[src/rtl/write_back_arbiter_pkg.sv]
// write_back_arbiter_pkg
//   Shared types for the write-back path: the register-file write port
//   record, the result-source identifier and a generic result record.
//   No ports; imported by write_back_arbiter and wb_scoreboard.
package write_back_arbiter_pkg;

  // Register-file write port control, registered by the arbiter
  typedef struct packed {
    logic       write_enable;
    logic [4:0] addr_rd;
  } reg_file_write_params_t;

  // Which producer holds the write-port grant
  typedef enum logic [1:0] {
    WB_SRC_ALU,
    WB_SRC_MEM,
    WB_SRC_MDU
  } wb_source_t;

  // One result offered to (or selected by) the arbiter
  typedef struct packed {
    logic        valid;
    logic [4:0]  rd;
    logic [31:0] data;
  } wb_result_t;

endpackage

[src/rtl/write_back_arbiter_scoreboard.sv]
// wb_scoreboard
//   32-entry pending-write tracker for long-latency results (loads, MDU).
//   Ports:
//     clk, reset         core clock, async active-high reset
//     set_valid_i/rd_i   mark a destination as pending (rd 0 ignored)
//     clr_valid_i/rd_i   retire a pending destination
//     rs1_addr_i/rs2_i   decode source registers
//     busy_mask_o        current pending set, bit 0 always 0
//     hazard_o           a source register has a pending write
module wb_scoreboard (
  input  logic        clk,
  input  logic        reset,
  input  logic        set_valid_i,
  input  logic [4:0]  set_rd_i,
  input  logic        clr_valid_i,
  input  logic [4:0]  clr_rd_i,
  input  logic [4:0]  rs1_addr_i,
  input  logic [4:0]  rs2_addr_i,
  output logic [31:0] busy_mask_o,
  output logic        hazard_o
);

  logic [31:0] busy_q;
  logic [31:0] busy_d;

  // Clear is applied before set so that an issue landing in the same cycle
  // as a retirement of the same register leaves it pending (the new
  // instruction still owes a write). x0 is never tracked.
  always_comb begin
    busy_d = busy_q;
    if (clr_valid_i) begin
      busy_d[clr_rd_i] = 1'b0;
    end
    if (set_valid_i && (set_rd_i != 5'd0)) begin
      busy_d[set_rd_i] = 1'b1;
    end
    busy_d[0] = 1'b0;
  end

  // Pending-write register, dropped entirely on reset
  always_ff @(posedge clk or posedge reset) begin
    if (reset) begin
      busy_q <= '0;
    end else begin
      busy_q <= busy_d;
    end
  end

  // Hazard looks only at registered state, so a retirement on this edge
  // is visible in the same cycle the register file receives the value
  always_comb begin
    hazard_o = ((rs1_addr_i != 5'd0) && busy_q[rs1_addr_i]) ||
               ((rs2_addr_i != 5'd0) && busy_q[rs2_addr_i]);
  end

  assign busy_mask_o = busy_q;

endmodule

[src/rtl/write_back_arbiter.sv]
// write_back_arbiter
//   Shares the single register-file write port between the ALU/PC path,
//   the load-return path and the multiply/divide unit. One grant per cycle,
//   registered write toward the register file, plus a RAW scoreboard.
//   Ports:
//     clk, reset                    core clock, async active-high reset
//     issue_valid/issue_rd          long-latency instruction dispatched
//     alu_*, mem_*, mdu_*           valid/ready result handshakes
//     reg_file_write_params, wb_data registered write toward the RF
//     rs1_addr, rs2_addr, hazard    decode RAW check
//     busy_mask                     scoreboard state
module write_back_arbiter
  import write_back_arbiter_pkg::*;
#(
  parameter int unsigned ALU_WAIT_MAX = 2
) (
  input  logic                   clk,
  input  logic                   reset,
  input  logic                   issue_valid,
  input  logic [4:0]             issue_rd,
  input  logic                   alu_valid,
  output logic                   alu_ready,
  input  logic [4:0]             alu_rd,
  input  logic [31:0]            alu_data,
  input  logic                   mem_valid,
  output logic                   mem_ready,
  input  logic [4:0]             mem_rd,
  input  logic [31:0]            mem_data,
  input  logic                   mdu_valid,
  output logic                   mdu_ready,
  input  logic [4:0]             mdu_rd,
  input  logic [31:0]            mdu_data,
  output reg_file_write_params_t reg_file_write_params,
  output logic [31:0]            wb_data,
  input  logic [4:0]             rs1_addr,
  input  logic [4:0]             rs2_addr,
  output logic                   hazard,
  output logic [31:0]            busy_mask
);

  localparam logic [2:0] WaitMax = 3'(ALU_WAIT_MAX);
  localparam logic       LastMem = 1'b0;
  localparam logic       LastMdu = 1'b1;

  logic                   lastGrant_q, lastGrant_d;
  logic [2:0]             aluWait_q, aluWait_d;
  reg_file_write_params_t wbParams_q, wbParams_d;
  logic [31:0]            wbData_q, wbData_d;

  logic       aluStarved;
  logic       grantValid;
  wb_source_t grantSrc;
  wb_result_t winner;

  // Grant selection: a starved ALU beats everything, otherwise MEM/MDU
  // share round-robin and the ALU takes leftover cycles. A grant is only
  // ever given to a valid source, so ready doubles as the transfer strobe.
  always_comb begin
    grantValid = 1'b0;
    grantSrc   = WB_SRC_ALU;
    aluStarved = alu_valid && (aluWait_q >= WaitMax);
    if (!reset) begin
      if (aluStarved) begin
        grantValid = 1'b1;
        grantSrc   = WB_SRC_ALU;
      end else if (mem_valid && (!mdu_valid || (lastGrant_q == LastMdu))) begin
        grantValid = 1'b1;
        grantSrc   = WB_SRC_MEM;
      end else if (mdu_valid) begin
        grantValid = 1'b1;
        grantSrc   = WB_SRC_MDU;
      end else if (alu_valid) begin
        grantValid = 1'b1;
        grantSrc   = WB_SRC_ALU;
      end
    end
  end

  assign alu_ready = grantValid && (grantSrc == WB_SRC_ALU);
  assign mem_ready = grantValid && (grantSrc == WB_SRC_MEM);
  assign mdu_ready = grantValid && (grantSrc == WB_SRC_MDU);

  // Route the granted source's destination and value to the write register
  always_comb begin
    winner.valid = grantValid;
    case (grantSrc)
      WB_SRC_MEM: begin
        winner.rd   = mem_rd;
        winner.data = mem_data;
      end
      WB_SRC_MDU: begin
        winner.rd   = mdu_rd;
        winner.data = mdu_data;
      end
      default: begin
        winner.rd   = alu_rd;
        winner.data = alu_data;
      end
    endcase
  end

  // Fairness state: the pointer records the last MEM/MDU winner, and the
  // ALU wait count saturates so it cannot wrap back below the threshold
  always_comb begin
    lastGrant_d = lastGrant_q;
    if (mem_ready) begin
      lastGrant_d = LastMem;
    end else if (mdu_ready) begin
      lastGrant_d = LastMdu;
    end
    aluWait_d = 3'd0;
    if (alu_valid && !alu_ready) begin
      aluWait_d = (aluWait_q == 3'd7) ? aluWait_q : (aluWait_q + 3'd1);
    end
  end

  // Next write toward the register file; x0 writes are consumed silently,
  // and idle cycles keep the last address/data on the bus
  always_comb begin
    wbParams_d.write_enable = winner.valid && (winner.rd != 5'd0);
    wbParams_d.addr_rd      = winner.valid ? winner.rd : wbParams_q.addr_rd;
    wbData_d                = winner.valid ? winner.data : wbData_q;
  end

  // Arbiter and output registers; reset starts with MEM preferred
  always_ff @(posedge clk or posedge reset) begin
    if (reset) begin
      lastGrant_q <= LastMdu;
      aluWait_q   <= 3'd0;
      wbParams_q  <= '0;
      wbData_q    <= '0;
    end else begin
      lastGrant_q <= lastGrant_d;
      aluWait_q   <= aluWait_d;
      wbParams_q  <= wbParams_d;
      wbData_q    <= wbData_d;
    end
  end

  assign reg_file_write_params = wbParams_q;
  assign wb_data               = wbData_q;

  wb_scoreboard u_scoreboard (
    .clk         (clk),
    .reset       (reset),
    .set_valid_i (issue_valid),
    .set_rd_i    (issue_rd),
    .clr_valid_i (mem_ready || mdu_ready),
    .clr_rd_i    (winner.rd),
    .rs1_addr_i  (rs1_addr),
    .rs2_addr_i  (rs2_addr),
    .busy_mask_o (busy_mask),
    .hazard_o    (hazard)
  );

endmodule

[config.mk]
export PLATFORM = sky130hd
export DESIGN_NAME = write_back_arbiter
export DESIGN_NICKNAME = d
export VERILOG_FILES = /design/src/rtl/write_back_arbiter_pkg.sv /design/src/rtl/write_back_arbiter_scoreboard.sv /design/src/rtl/write_back_arbiter.sv
export SDC_FILE = /design/constraint.sdc
export NUM_CORES = 1
export LEC_CHECK = 0
export CAP_MARGIN = 10
export CORE_ASPECT_RATIO = 1.2
export CORE_UTILIZATION = 25
export CTS_BUF_LIST = sky130_fd_sc_hd__clkbuf_8
export CTS_CLUSTER_SIZE = 10
export DETAILED_ROUTE_END_ITERATION = 16
export PLACE_DENSITY = 0.57
export SLEW_MARGIN = 10
export SYNTH_ARGS = -nofsm -noshare
export SYNTH_HDL_FRONTEND = slang
export SYNTH_HIERARCHICAL = 1
export SYNTH_SLANG_ARGS = --single-unit
[constraint.sdc]
create_clock -name clk -period 3.8 [get_ports clk]
set_input_delay 0.76 -clock clk [delete_from_list [all_inputs] [get_ports clk]]
set_output_delay 0.76 -clock clk [all_outputs]
set_load 0.02 [all_outputs]
==> flow_summary.toml <==
[run_status]
outcome = "complete, no violations"

[placement]
gp_congestion = 0.904
dp_hpwl_um = 12300
dpl_cell_area_mm2 = 0.00670
numPortBuffers = 204

[clock_tree]
ctsHtreeMaxLevel = 3
holdBufCountCts = 0
clkTransAtPathRegs_ns = 0.07
clock_latency_ns = 0.36
cts_root_buffer = "clkbuf_8"
cts_sinks = 73
clock_path_buffers = 2
cts_tree = "built"
cts_buffers = 9

[grt]
gr-total-overflow = 0
grt.total_usage = 0.170
antenna_found_initial = 1
grt_pass1_wl_um = 23300
grt_max_degree = 57
grt_pass1_vias = 4368

[cells_and_area]
design_area_mm2 = 0.00692
layout-area-overhead-vs-synth_pct = 56.6
diodes = 0
drive_gt1_frac = 0.153
final_nets = 769

[synth]
ys_warn_count = 6
ys_seq_area_frac = 0.413
avgSynthCellArea_um2 = 10.5
syn_area_mm2 = 0.00442
syn_inst = 423
synthArstFlopShare = 1.00
synth_ff_type = "dfrtp_1"
synthesis.nets = 561
synth_edf_count = 0
synth-seq-cells = 73
synth_cell_type_count = 47

[routing]
dr.pass1.iters = 4
viasPerCell = 5.04
postRouteAntennaNets = 0
via_count = 4290
drt-total-wl_um = 15600
drc = 0
drtIter0Drc = 200
post_drt_wl_per_cell_um = 18.3

[floorplanning]
ios = 206
dieHeight_um = 148
die_area_mm2 = 0.0182
std_cell_rows = 52
die_w_um = 123
initial_core_util = 0.258
core_area_mm2 = 0.0171

[timing]
timing.setup.tns_ns = 0
fin_skew_ns = 0.0104
worstMarginPinSlew_ns = 0.906
relSlewSlack = 0.395
maxSlewViolCount = 0
finalCritPeriodShare = 0.993
setup_viol = 0
fmax_mhz = 265
final_hold_viol_count = 0
rsz0062_at_grt = "false"
min_period_ns = 3.77

[power_and_ir_drop]
vdd_ir_drop_max_uv = 163
power.leakage_nw = 2.75
power_density_mw_per_mm2 = 478
power_frac_clock = 0.207
swShare = 0.363
internal_power_mw = 2.11
p_comb_frac = 0.439
p_sw_mw = 1.20
seqPwrFrac = 0.354

[setup_path]
required_ns = 3.04
cp-start-kind = "input port"
path_class = "in2out"
slowest_stage = "clkdlybuf4s50_1"
crit_arrival_ns = 3.01
cp_max_fo = 4
worstSetupEndpointType = "primary output"
worstPathCellList = "clkdlybuf4s50_1 > mux2_2 > a221oi_1 > a2111oi_0 > a2111oi_1 > nand4_1 > dlygate4sd2_1"
slowest_delay_ns = 0.58

[hold_path]
hold_path.class = "reg2reg"

[job]
max-cap-violations = 0
-- state kept, by name, indices dropped and copies added, names as in the netlist --
name / flops
aluWait_q: 3
wb_data: 32
reg_file_write_params: 6
lastGrant_q: 1
u_scoreboard/busy_mask_o: 31
-- stage by stage --
stage          hold slack, ns  utilization  worst slack, ns  instances  power [mW]
6_report                0.508        0.405           0.0282        852        3.31
4_1_cts                 0.513        0.404           0.0729        852        3.35
3_3_place_gp            0.490        0.392          -0.0943        836        2.62
2_1_floorplan           0.490            -            0.707        423        1.89
3_5_place_dp            0.494        0.392           -0.156        836        2.65
5_1_grt                 0.531        0.405           0.0100        852        3.50
-- worst max-delay path, delay by kind of cell --
family	cells	cell delay, ns
compound gates	3	0.80
buf+inv	2	0.92
mux	1	0.38
simple gates	1	0.15
-- path summary, 6_finish.rpt --
path | cells past startpoint | startpoint | endpoint | slack [ns]
worst max-delay path | 7 | rs1_addr[0] | hazard | 0.03
worst min-delay path | 1 | wb_data[18] | wb_data[18] | 0.51
worst max register to register | 11 | aluWait_q[0] | u_scoreboard/busy_mask_o[16] | 0.43
worst min register to register | 1 | wb_data[18] | wb_data[18] | 0.51
max in group asynchronous | 3 | reset | reg_file_write_params[2] | 2.12
min in group asynchronous | 4 | reset | u_scoreboard/busy_mask_o[22] | 0.99
-- metal layers --
metal | track usage | vias up | routed length [um]
met1 | 0.186 | 2034 | 5870
met3 | 0.0532 | 25 | 1530
met5 | 0 | - | 13
li1 | - | 1997 | -
met4 | 0.0663 | 2 | 363
met2 | 0.300 | 232 | 7800
-- power by group through the flow --
stage	clock network, mW	logic (mW)	registers [mW]
3_5_place_dp	0	1.46	1.19
5_1_grt	0.736	1.56	1.20
2_1_floorplan	0	0.540	1.35
3_3_place_gp	0	1.44	1.18
4_1_cts	0.708	1.46	1.17
6_report	0.684	1.45	1.17
-- cell families (layout without fill, tap and decap cells) --
group                    after synthesis  in the layout  synth area share
AO/OA/AOI/OAI                        149            149             0.206
XOR/XNOR                               1              1           0.00198
adder cells (fa/ha/maj)                6              6            0.0170
flip-flops                            73             73             0.413
multiplexers                          57             57             0.195
other                                  1              1          0.000848
buffers and inverters                 35            248            0.0498
AND/OR/NAND/NOR                      101            101             0.116
-- cell usage in the layout (no fill, tap or decap), types with 2 or more instances in the layout --
cell             count
inv_1                6
nand4_1              3
and3_1               2
mux2_4              13
nand2b_1             6
nor2_1              11
mux2i_1              3
bufinv_16            2
nor3b_1              2
mux2_2              27
o21ai_0             96
nor2b_1              6
mux4_1               5
a221oi_1             2
buf_4               21
ha_1                 4
clkdlybuf4s50_1    202
nand3_1             11
dfrtp_1             72
clkinv_2             2
ha_2                 2
or3_1                2
nand2_1             44
mux4_2               9
a21oi_1              2
a2111oi_0            2
or3b_2               2
nand3b_1             7
clkbuf_8             9
a22oi_1             35
clkinv_4             2
o21ai_1              2
-- synth_stat cells, drive strengths merged (2+ instances only) --
cell     instances  area, um2
o21ai           98        490
dfrtp           72       1800
nand2           44        165
mux2            40        499
a22oi           35        263
buf             22        171
mux4            14        334
nor2            12       52.6
nand3           11       55.1
inv              7       26.3
nand3b           7       52.6
clkbuf           6       22.5
ha               6       75.1
nand2b           6       37.5
nor2b            6       37.5
a221oi           4       58.8
a2111oi          3       27.5
mux2i            3       30.0
nand4            3       18.8
a21oi            2       10.0
and3             2       12.5
nor3             2       21.3
nor3b            2       15.0
or3              2       12.5
or3b             2       17.5
-- timing repair --
item / 4_1_cts / 5_1_grt
gates resized for setup: 1 / 1
buffers inserted: 0 / 0
endpoints found under the setup margin: 1 / 1
pin swaps: 0 / 0
-- area by class of cell --
class                   instances  area (um2)
clock buffers                   9         124
clock inverters                 7        95.1
well taps                     216         270
fillers                      1723       10200
multi-input cells             315        2380
repair buffers                225        2200
inverters                       7        26.3
flip-flops and latches         73        1830
No activity file was read; power rests on OpenSTA's default activity.
==> variant 1 (same settings) <==
`wbData_q` no longer has a reset.
--- a/src/rtl/write_back_arbiter.sv
+++ b/src/rtl/write_back_arbiter.sv
@@ -129,11 +129,13 @@
       aluWait_q   <= 3'd0;
       wbParams_q  <= '0;
-      wbData_q    <= '0;
     end else begin
       lastGrant_q <= lastGrant_d;
       aluWait_q   <= aluWait_d;
       wbParams_q  <= wbParams_d;
-      wbData_q    <= wbData_d;
     end
+  end
+
+  always_ff @(posedge clk) begin
+    wbData_q <= wbData_d;
   end
 
Behaviour: differs if reset is asserted again (counterexample within 4 cycles, from zero or initial values and one cycle with reset high); with reset held inactive, the same outputs for 10 cycles.
==> variant 1 against the unedited design <==
- clock power decreased by 3.8%
- worst setup slack better by 0.13 ns
- fmax grew 3.5%
- synthesized area is 7.1% lower
- power shrank 8.7%
- core utilization grew 1.6 points
- routed wire length decreased by 7.9%
- non-clock buffer count is 3 lower
- cell count is 5.0% lower
- cell area shrank 3.9%
- sequential cell count unchanged
==> variant 1: results (changes against the unedited design) <==
CTS H-Tree Depth: 3 (unchanged)
Crit path from: rs2_addr[1]
Number of synthesized flops with an enable pin: 32 (+32)
Net Sw Frac: 34.2% (-2.1 points)
First-pass GRT wire length: 22100 um (-5.1%)
Layout cell share with drive strength beyond 1: 9.65% (-5.6 points)
Final setup skew: 0.0108 ns (+0.000455 ns)
Gpl congestion: 0.868 (-3.9%)
Register-to-register setup slack: 0.43 ns (about the same)
Largest net degree at the start of global routing: 41 (-28%)
Largest stage delay on the critical path: 0.54 ns (-0.04 ns)
Source-to-sink clock delay at the later pin of the worst-skew pair: 0.35 ns
Global-route usage over all layers: 17.0% (+0.065 points)
Sequential element share of the synthesized area: 48.4% (+7.0 points)
R2r startpoint: aluWait_q[0]
Worst min-delay path category: flop to flop
Commonest cells in the netlist: sky130_fd_sc_hd__o21ai_0 (96), sky130_fd_sc_hd__nand2_1 (44), sky130_fd_sc_hd__dfrtp_1 (40)
Cell type of the slowest stage on the worst timing path: sky130_fd_sc_hd__clkdlybuf4s50_1
Count of input and output buffers: 204 (unchanged)
Number of antenna violations at the first check in global routing: 0 (-1)
Clock buffer count from CTS: 9 (unchanged)
Via count of the first global-routing pass: 4082 (-6.5%)
Number of unique standard cell types used by synthesis: 47 (unchanged)
End of the worst register-to-register path: u_scoreboard/busy_mask_o[17]
Worst voltage drop across the vdd grid: 0.219 mV (+34%)
Relative slew slack: 59.4% (+20 points)
Critical path peak fanout: 2 (-2)
DP Wirelength: 11500 um (-6.3%)
Number of cells on the worst reg-to-reg path: 12 (+1)
Via density: 5.03 (-0.13%)
Diodes inserted: 0 (unchanged)
Clock tree root buffer cell: sky130_fd_sc_hd__clkbuf_8
Yosys warns: 6 (unchanged)
Average wire per standard cell: 17.7 um (-3.0%)
Leakage component of the power: 2.49 nW (-9.5%)
Maximum buffer depth of the clock tree: 2 (unchanged)
Data arrival time of the critical path: 2.88 ns (-0.13 ns)
Final net count: 734 (-4.6%)
Max FFs per register: 32 (unchanged)
CTS clk-pin slew, worst paths: 0.07 ns (about the same)
Outcome: complete, no violations
Initial DRC count: 258 (+29%)
Count of TritonRoute iterations in the first routing pass: 4 (unchanged)
Fraction of registers with async set/reset: 56.2% (-44 points)
Synth top area cells: sky130_fd_sc_hd__dfrtp_1 (24%), sky130_fd_sc_hd__edfxtp_1 (23%), sky130_fd_sc_hd__o21ai_0 (12%)
Net Count, Synth: 525 (-6.4%)
Critical path capture point: hazard
-- variant 1: kinds of logic after synthesis --
group	share of synthesized area (%)
DFF	48.4
other	0.0913
buffers and inverters	3.96
adders and majority gates	1.83
AOI/OAI and AO/OA	22.1
muxes	11.1
and+or+nand+nor	12.3
xor gates and xnor gates	0.213
-- variant 1: worst min-delay path by stage --
stage | start | end | slack (ns) | cells past startpoint
6_report | reg_file_write_params[3] | reg_file_write_params[3] | 0.51 | 1
5_1_grt | reg_file_write_params[1] | reg_file_write_params[1] | 0.55 | 1
4_1_cts | lastGrant_q | lastGrant_q | 0.52 | 1
3_5_place_dp | reg_file_write_params[3] | reg_file_write_params[3] | 0.50 | 1
3_3_place_gp | reg_file_write_params[3] | reg_file_write_params[3] | 0.49 | 1
2_1_floorplan | lastGrant_q | lastGrant_q | 0.49 | 1
-- variant 1: what timing repair did --
| action | CTS | global route |
|---|---|---|
| resized for setup | 2 | 2 |
| setup buffers | 0 | 0 |
| endpoints found under the setup margin | 2 | 1 |
| pin swaps | 0 | 1 |
| gates cloned | 0 | 0 |
-- variant 1: critical path: cells and delay by family --
family	cells	cell delay (ns)
AO/OA/AOI/OAI	2	0.49
buffers and inverters	2	0.87
multiplexers	1	0.53
AND/OR/NAND/NOR	2	0.24
-- variant 1: power groups by stage --
stage / logic (mW) / clock network (mW) / registers, mW
2_1_floorplan: 0.433 / 0 / 1.30
3_3_place_gp: 1.20 / 0 / 1.17
3_5_place_dp: 1.21 / 0 / 1.18
4_1_cts: 1.21 / 0.682 / 1.16
5_1_grt: 1.29 / 0.721 / 1.19
6_report: 1.20 / 0.658 / 1.16
-- variant 1: stage by stage --
step | cell area (um2) | setup slack [ns] | std cells
2_1_floorplan | 4110 | 0.754 | 387
3_3_place_gp | 6440 | -0.121 | 793
3_5_place_dp | 6440 | -0.144 | 793
4_1_cts | 6650 | 0.0640 | 809
5_1_grt | 6650 | 0.00681 | 809
6_report | 6650 | 0.155 | 809
-- variant 1: layer usage --
metal	global-route usage [%]	share of wire, %	routed length (um)	vias up
met3	4.81	8.3	1180	16
met1	20.1	39	5630	1961
met4	5.00	1.2	169	0
met2	30.0	51	7360	200
met5	0	0	0	-
li1	-	-	-	1891
-- variant 1: layout make-up --
| class | instances | area (um2) |
|---|---|---|
| Clock inverter | 7 | 88.8 |
| Timing Repair Buffer | 222 | 2200 |
| Multi-Input combinational cell | 283 | 1960 |
| Clock buffer | 9 | 124 |
| Fill cell | 1559 | 9180 |
| Tap cell | 208 | 260 |
| Inverter | 7 | 26.3 |
| Sequential cell | 73 | 1990 |
==> variant 2 (config.mk and constraints unchanged) <==
Made on the original files. Make the reset (`reset`) synchronous in 2 clocked blocks. Comments in the files are not updated.
--- a/src/rtl/write_back_arbiter_scoreboard.sv
+++ b/src/rtl/write_back_arbiter_scoreboard.sv
@@ -39,5 +39,5 @@
 
   // Pending-write register, dropped entirely on reset
-  always_ff @(posedge clk or posedge reset) begin
+  always_ff @(posedge clk) begin
     if (reset) begin
       busy_q <= '0;
--- a/src/rtl/write_back_arbiter.sv
+++ b/src/rtl/write_back_arbiter.sv
@@ -124,5 +124,5 @@
 
   // Arbiter and output registers; reset starts with MEM preferred
-  always_ff @(posedge clk or posedge reset) begin
+  always_ff @(posedge clk) begin
     if (reset) begin
       lastGrant_q <= LastMdu;
Behaviour: differs if reset is asserted again (counterexample within 4 cycles, from zero or initial values and one cycle with reset high); with reset held inactive, the same outputs for 4 cycles.
==> variant 2 against the unedited design <==
- cell count rose by 7.9%
- synthesized area fell by 4.0%
- non-clock buffer count is 7 lower
- die area shrank 3.9%
- critical path depth up 1
- cell area decreased by 3.6%
- sequential cell count unchanged
- routed wire length is 3.6% higher
- count of clock-buffer cells in the layout did not move
- worst setup slack better by 0.094 ns
- core utilization rose by 0.25 points
- largest cell class unchanged
Power is not compared: it rests on default switching activity, and its combinational part moved more than twofold at a synthesized area within 25%.
==> variant 2: results (changes against the unedited design) <==
Area share of the largest cell type after synthesis: 34.4% (-6.3 points)
Instance area after placement: 6440 um2 (-3.9%)
GR Util met1: 20.4% (+1.8 points)
CTS H-Tree Depth: 3 (unchanged)
Count of TritonRoute iterations in the first routing pass: 4 (unchanged)
Net Count, Synth: 652 (+16%)
Data arrival time of the critical path: 2.92 ns (-0.09 ns)
Met3 Track Usage GR: 5.72% (+0.40 points)
Critical path peak fanout: 9 (+5)
Global-route usage over all layers: 18.3% (+1.4 points)
Relative slew slack: 25.0% (-15 points)
Outcome: complete, no violations
Fraction of registers with async set/reset: 0% (-100 points)
Synth top area cells: sky130_fd_sc_hd__dfxtp_1 (34%), sky130_fd_sc_hd__a221o_1 (8.5%), sky130_fd_sc_hd__a21oi_1 (8.4%)
Average wire per standard cell: 17.6 um (-3.9%)
Total number of vias: 4720 (+10%)
Number of unique standard cell types used by synthesis: 45 (-4.3%)
Initial DRC count: 217 (+8.5%)
First-pass GRT wire length: 24700 um (+6.1%)
Commonest cells in the netlist: sky130_fd_sc_hd__nand2_1 (77), sky130_fd_sc_hd__dfxtp_1 (73), sky130_fd_sc_hd__a21oi_1 (71)
Largest stage delay on the critical path: 0.56 ns (-0.02 ns)
Power spent charging and discharging nets: 0.623 mW
Sequential element share of the synthesized area: 34.4% (-6.9 points)
Multi-input logic area: 2570 um2 (+8.0%)
Via density: 5.14 (+2.0%)
Final net count: 841 (+9.4%)
CTS clk-pin slew, worst paths: 0.07 ns (about the same)
Gpl congestion: 0.867 (-4.1%)
Number of antenna violations at the first check in global routing: 0 (-1)
Layout cell share with drive strength beyond 1: 6.79% (-8.5 points)
Family of cells with the greatest summed delay on the critical path: buffers and inverters
DP Worst Slack: -0.0681 ns (+0.0878 ns)
Largest net degree at the start of global routing: 72 (+26%)
Post-placement cell count: 904 (+8.1%)
Cell count after synthesis: 514 (+22%)
Global-route met2 utilization: 32.6% (+2.6 points)
Final setup skew: 0.00552 ns (-0.00484 ns)
Diodes inserted: 0 (unchanged)
Source-to-sink clock delay at the later pin of the worst-skew pair: 0.34 ns (-0.02 ns)
Most used DFF post-synth: sky130_fd_sc_hd__dfxtp_1
Cell type of the slowest stage on the worst timing path: sky130_fd_sc_hd__clkdlybuf4s50_1
Number of fillers in the final layout: 1713 (-0.58%)
DP Wirelength: 12600 um (+3.0%)
variant 2: cell types whose count changed after synthesis, sizes merged, moves of 6 or more:
cell,delta
clkbuf,+11
o21ai,-67
a21oi,+69
nand2,+33
dfrtp,-72
dfxtp,+73
a221o,+36
nand2b,+35
and2,+6
nand3,+30
mux2,-34
a22oi,-35
variant 2: layout make-up:
type,instances,area share [%]
clock buffers,9,1.86
clock inverters,6,1.61
inverters,2,0.112
multi-input cells,399,38.5
flip-flops and latches,73,21.9
well taps,212,3.97
repair buffers,218,32.1
variant 2: timing repair:
item                       CTS  global route
pin swaps                    0             0
resized for setup            1             1
setup buffers                0             0
setup endpoints to repair    1             1
variant 2: logic make-up after synthesis:
family	count (synthesis)	share of synthesized area, %
other	1	0.0883
XOR/XNOR	1	0.206
AO/OA/AOI/OAI	157	24.2
flip-flops	73	34.4
adder cells (fa/ha/maj)	6	1.77
buffers and inverters	42	5.30
AND/OR/NAND/NOR	215	26.0
multiplexers	19	8.05
variant 2: final timing paths:
check / slack (ns) / cells after the start / startpoint / to
setup / recovery: 0.12 / 8 / rs1_addr[0] / hazard
hold / removal: 0.45 / 2 / reg_file_write_params[1] / reg_file_write_params[1]
setup reg to reg: 0.43 / 11 / aluWait_q[0] / u_scoreboard/busy_mask_o[17]
hold reg to reg: 0.45 / 2 / reg_file_write_params[1] / reg_file_write_params[1]
variant 2: power groups by stage:
stage                     sequential, mW  clock [mW]  combinational, mW
after global placement             0.854           0              0.618
after floorplan                    0.908           0              0.260
after global routing               0.846       0.787              0.668
after CTS                          0.840       0.753              0.623
after detailed placement           0.857           0              0.621
final                              0.840       0.728              0.619
variant 2: per-layer routing:
metal	up-vias	routed length (um)
met4	0	298
met1	2202	6370
li1	2260	-
met3	22	1600
met2	236	7880
met5	-	0
